--- src/rtl/wfifo_pkg.sv ---
// Shared helpers for the async FIFO pointer blocks: Gray/binary conversion
// on a fixed maximum width (callers zero-extend and slice) and common widths.
package wfifo_pkg;

  localparam int DROP_CNT_W = 16;
  localparam int GRAY_MAX_W = 32;

  // Prefix XOR from the MSB down; zero-extended upper bits do not disturb the result.
  function automatic logic [GRAY_MAX_W-1:0] gray2bin(input logic [GRAY_MAX_W-1:0] g);
    logic [GRAY_MAX_W-1:0] b;
    b = g;
    for (int s = 1; s < GRAY_MAX_W; s = s * 2)
      b = b ^ (b >> s);
    return b;
  endfunction

  function automatic logic [GRAY_MAX_W-1:0] bin2gray(input logic [GRAY_MAX_W-1:0] b);
    return (b >> 1) ^ b;
  endfunction

endpackage

--- src/rtl/gray2bin_conv.sv ---
// Combinational Gray-to-binary converter of configurable width.
module gray2bin_conv
  import wfifo_pkg::*;
#(
  parameter int W = 5
) (
  input  logic [W-1:0] gray,
  output logic [W-1:0] bin
);

  assign bin = W'(gray2bin(GRAY_MAX_W'(gray)));

endmodule

--- src/rtl/wptr_full_level.sv ---
// Write-domain pointer/status for the async FIFO: address, Gray pointer, full,
// level, almost-full, sticky overflow. Drop counter built only with WPTR_FULL_DROP_CNT_EN.
module wptr_full_level
  import wfifo_pkg::*;
#(
  parameter int ADDRSIZE = 4
) (
  input  logic                  wclk,
  input  logic                  wrst_n,
  input  logic                  winc,
  input  logic [ADDRSIZE:0]     wq2_rptr,
  input  logic [ADDRSIZE:0]     afull_thresh,
  input  logic                  wovf_clr,
  output logic [ADDRSIZE-1:0]   waddr,
  output logic [ADDRSIZE:0]     wptr,
  output logic                  wfull,
  output logic                  walmost_full,
  output logic [ADDRSIZE:0]     wlevel,
  output logic                  woverflow,
  output logic [DROP_CNT_W-1:0] wdrop_cnt
);

  localparam int LEVEL_W = ADDRSIZE + 1;

  logic [ADDRSIZE:0]  wbin;
  logic [ADDRSIZE:0]  wbinnext;
  logic [ADDRSIZE:0]  wgraynext;
  logic [ADDRSIZE:0]  rbin_s;
  logic [LEVEL_W-1:0] wlevel_next;
  logic               wen;
  logic               wdrop;
  logic               wfull_next;

  gray2bin_conv #(.W(ADDRSIZE + 1)) u_rptr_conv (
    .gray (wq2_rptr),
    .bin  (rbin_s)
  );

  // Gating with the registered wfull means a write in the cycle the read side frees space is still dropped.
  assign wen         = winc & ~wfull;
  assign wdrop       = winc & wfull;
  assign wbinnext    = wbin + {{ADDRSIZE{1'b0}}, wen};
  assign wgraynext   = (ADDRSIZE+1)'(bin2gray(GRAY_MAX_W'(wbinnext)));
  assign wfull_next  = (wgraynext == {~wq2_rptr[ADDRSIZE:ADDRSIZE-1], wq2_rptr[ADDRSIZE-2:0]});
  assign wlevel_next = wbinnext - rbin_s;
  assign waddr       = wbin[ADDRSIZE-1:0];

  always_ff @(posedge wclk or negedge wrst_n) begin
    if (!wrst_n) begin
      wbin         <= '0;
      wptr         <= '0;
      wfull        <= 1'b0;
      wlevel       <= '0;
      walmost_full <= 1'b0;
      woverflow    <= 1'b0;
    end else begin
      wbin         <= wbinnext;
      wptr         <= wgraynext;
      wfull        <= wfull_next;
      wlevel       <= wlevel_next;
      walmost_full <= (wlevel_next >= afull_thresh);
      woverflow    <= wdrop | (woverflow & ~wovf_clr);
    end
  end

`ifdef WPTR_FULL_DROP_CNT_EN
  logic [DROP_CNT_W-1:0] drop_cnt_q;

  always_ff @(posedge wclk or negedge wrst_n) begin
    if (!wrst_n)
      drop_cnt_q <= '0;
    else if (wovf_clr)
      drop_cnt_q <= {{(DROP_CNT_W-1){1'b0}}, wdrop};
    else if (wdrop && (drop_cnt_q != {DROP_CNT_W{1'b1}}))
      drop_cnt_q <= drop_cnt_q + 1'b1;
  end

  assign wdrop_cnt = drop_cnt_q;
`else
  assign wdrop_cnt = '0;
`endif

endmodule
--- config.mk ---
export PLATFORM = sky130hd
export DESIGN_NAME = wptr_full_level
export DESIGN_NICKNAME = d
export VERILOG_FILES = /design/src/rtl/wfifo_pkg.sv /design/src/rtl/gray2bin_conv.sv /design/src/rtl/wptr_full_level.sv
export SDC_FILE = /design/constraint.sdc
export NUM_CORES = 1
export LEC_CHECK = 0
export ABC_AREA = 1
export CAP_MARGIN = 20
export CORE_MARGIN = 3
export CORE_UTILIZATION = 65
export CTS_CLUSTER_DIAMETER = 50
export DETAILED_ROUTE_END_ITERATION = 7
export DONT_BUFFER_PORTS = 1
export PLACE_DENSITY = 0.79
export SYNTH_ARGS = -nofsm -noshare
export SYNTH_HDL_FRONTEND = slang
export SYNTH_SLANG_ARGS = --single-unit
--- constraint.sdc ---
create_clock -name wclk -period 3.6 [get_ports wclk]
set_input_delay 0.72 -clock wclk [delete_from_list [all_inputs] [get_ports wclk]]
set_output_delay 0.72 -clock wclk [all_outputs]
set_load 0.03 [all_outputs]
==> out/results.ini <==
[logic_synthesis]
synth_compound_area_frac = 0.03344
yosys-top-cells-count = nand2_1, inv_1, buf_4, dfrtp_1, ha_1
synth_edf_count = 0
netlist_area_mm2 = 0.001197
yosys-mux-area-fraction = 0
synth_top_family_by_area = simple AND/OR/NAND/NOR gates
ys_ff_latch = 17
synth_area_leaders = dfrtp_1, nand2_1, ha_1
ys_async_sr_fraction = 1.000
synth_ff_type = dfrtp_1
synth-xor-area-share = 0.07732
synth_warnings = 0
synthCells = 148
yosysSeqAreaShare = 0.3553
synth_top_area_frac = 0.3553
yosysMostFrequentCell = nand2_1
syn_avg_cell_area_um2 = 8.091
yosys.area.top_type = dfrtp_1
ys_types = 20
synth_fa_ha_area_frac = 0.1317
synthSimpleGateAreaFrac = 0.2173

[layout]
antenna_cells = 0
fin_util = 0.7337
drive_gt1_frac = 0.04667
nNetsFinal = 177
layout.cells.non_filler = 174
area_delta_synth_final_pct = -1.254

[worst_setup_path]
critPathSlowestCell = dfrtp_1
crit_top_cell = ha_1
crit_end = walmost_full$_DFF_PN0_
crit_path_max_incr_delay_ps = 510
endpoint_kind = register
r2r_start = wfull$_DFF_PN0_
arrival_ps = 3110
crit_path_max_fanout = 6
cp-startpoint = wfull$_DFF_PN0_
rr_worst_depth = 13
cp-start-kind = register
reg2reg_to = walmost_full$_DFF_PN0_
cp.required_ps = 3770
reg2reg_slack_ps = 660
path_cells = nor2_1, ha_1, ha_1, inv_1, nand2_1, nand2_1, ha_1, nand2_1, o21ai_0, xor2_1, ha_1, a21oi_1, o21bai_1
path_class = register to register

[floorplanning]
row_count = 14
die_height_um = 48.92
dieArea_mm2 = 0.002393
core_region_area_mm2 = 0.001612
start_util = 0.7430
io_pins = 47
die-width_um = 48.92

[cts]
clock-sinks = 17
hold_buffers = 0
clkTransAtPathRegs_ps = 100
cts_buffers = 3
htreeDepth = 1
root_buffer = clkbuf_4
clockBufferDepth = 2
cts_resized = 0
cts_setup_buffers = 0
clkLatencyLatePin_ps = 280
cts_tree = built

[detailed_routing]
detail_route.vias_per_cell = 4.948
first_pass_iters = 4
drc_errors = 0
drt_wl_total_um = 2028
drt_iter0_markers = 9
vias = 861
final_antenna_net_count = 0
wl_met1_um = 830
met2_wirelength_um = 1009
wl_met3_um = 175
wl_per_cell_um = 11.66
dr.max_layer_used = met4

[timing]
final_hold_viol_count = 0
min_period_ps = 2939
timing.final.crit_share = 0.8165
final_max_slew_viol_count = 0
setup_viol = 0
slew_headroom = 0.6349
finalClockSkew_ps = 4.751
rsz0062_at_grt = no
holdWs_ps = 116.0
clock.fmax_mhz = 340.2
fin_tns_setup_ps = 0
tightest_slew_ps = 547.7

[placed_design]
placed_cells = 170
io_buffers = 0
dp.final_hpwl_um = 1751
gp_congestion = 0.7970

[global_routing]
grt_max_degree = 18
grt.overflow.total = 0
antenna_found_initial = 0
grt_pass1_wl_um = 3705
first_global_vias = 855
globalRouteTotalUtil = 0.1936

[pwr]
pwr-share-comb = 0.497
p_switching_mw = 0.7077
power.density_mw_per_mm2 = 1082
seq_power_share = 0.426
switching_share = 0.5531
ir_drop_v = 0.0006447
p_int_mw = 0.5719
leakagePower_nw = 0.6823
pwr-share-clk = 0.078
power_mw = 1.280

[outcome]
outcome = complete, no violations

[worst_hold_path]
hold_path_class = primary input to async pin

[job]
drv_cap = 0

sequential cells by signal (all words and copies together) (netlist names):
signal	flops
wlevel	5
wbin	5
woverflow	1
wfull	1
walmost_full	1
wptr	4
power by group through the flow:
stage / clock, mW / sequential [mW] / combinational, mW
after global placement: 0 / 0.546 / 0.607
after CTS: 0.102 / 0.547 / 0.646
after floorplan: 0 / 0.521 / 0.549
after global routing: 0.113 / 0.560 / 0.765
final: 0.0997 / 0.545 / 0.635
after detailed placement: 0 / 0.551 / 0.644
cells by family (layout without fill, tap and decap cells):
group           after synthesis  count (layout)
fa+ha+maj                    12              12
xor+xnor                      8               8
buf+inv                      41              28
compound gates                7               7
flops                        17              17
other cells                   1              16
simple gates                 62              62
worst min-delay path by stage:
| stage | cells after the start | slack [ps] | to |
|---|---|---|---|
| 2_1_floorplan | 0 | 420 | walmost_full$_DFF_PN0_ |
| 3_3_place_gp | 0 | 420 | wbin[0]$_DFF_PN0_ |
| 3_5_place_dp | 0 | 420 | wbin[0]$_DFF_PN0_ |
| 4_1_cts | 0 | 110 | wptr[0]$_DFF_PN0_ |
| 5_1_grt | 0 | 90 | wptr[0]$_DFF_PN0_ |
| 6_report | 0 | 120 | wbin[3]$_DFF_PN0_ |
layout make-up:
type	count	area, µm²
Sequential cell	17	425.4
Fill cell	146	429.2
Multi-Input combinational cell	105	610.6
Inverter	24	90.09
Tap cell	24	30.03
Clock buffer	4	26.28
placed cells by master, fill, tap and decap left out:
cell	count
nand4_1	4
xnor2_2	1
xor2_2	2
nor2_1	3
ha_1	11
dfrtp_1	17
nand3_1	8
clkbuf_1	1
clkbuf_4	3
a21oi_1	2
inv_2	1
o21bai_1	1
conb_1	16
nand3b_1	2
nand2_1	45
inv_1	23
xnor2_1	2
o211ai_1	1
xor2_1	3
o21ai_0	3
fa_1	1
through the flow:
step / instance area [µm²] / setup slack [ps]
final: 1182 / 660.7
after global placement: 1156 / 581.8
after global routing: 1182 / 297.7
after CTS: 1182 / 641.4
after detailed placement: 1156 / 470.4
after floorplan: 1254 / 823.1
metal layers:
layer | up-vias | track usage
li1 | 430 | -
met1 | 388 | 0.2321
met2 | 41 | 0.3281
met3 | 2 | 0.06422
met4 | 0 | 0.05687
met5 | - | 0
worst max-delay path: cells and delay by family (launching register included):
| family | cells | cell delay (ps) |
|---|---|---|
| compound gates | 3 | 430 |
| xor+xnor | 1 | 230 |
| fa+ha+maj | 4 | 1170 |
| buf+inv | 1 | 90 |
| flops | 1 | 510 |
| simple gates | 4 | 410 |
(Power assumes the default switching activity.)
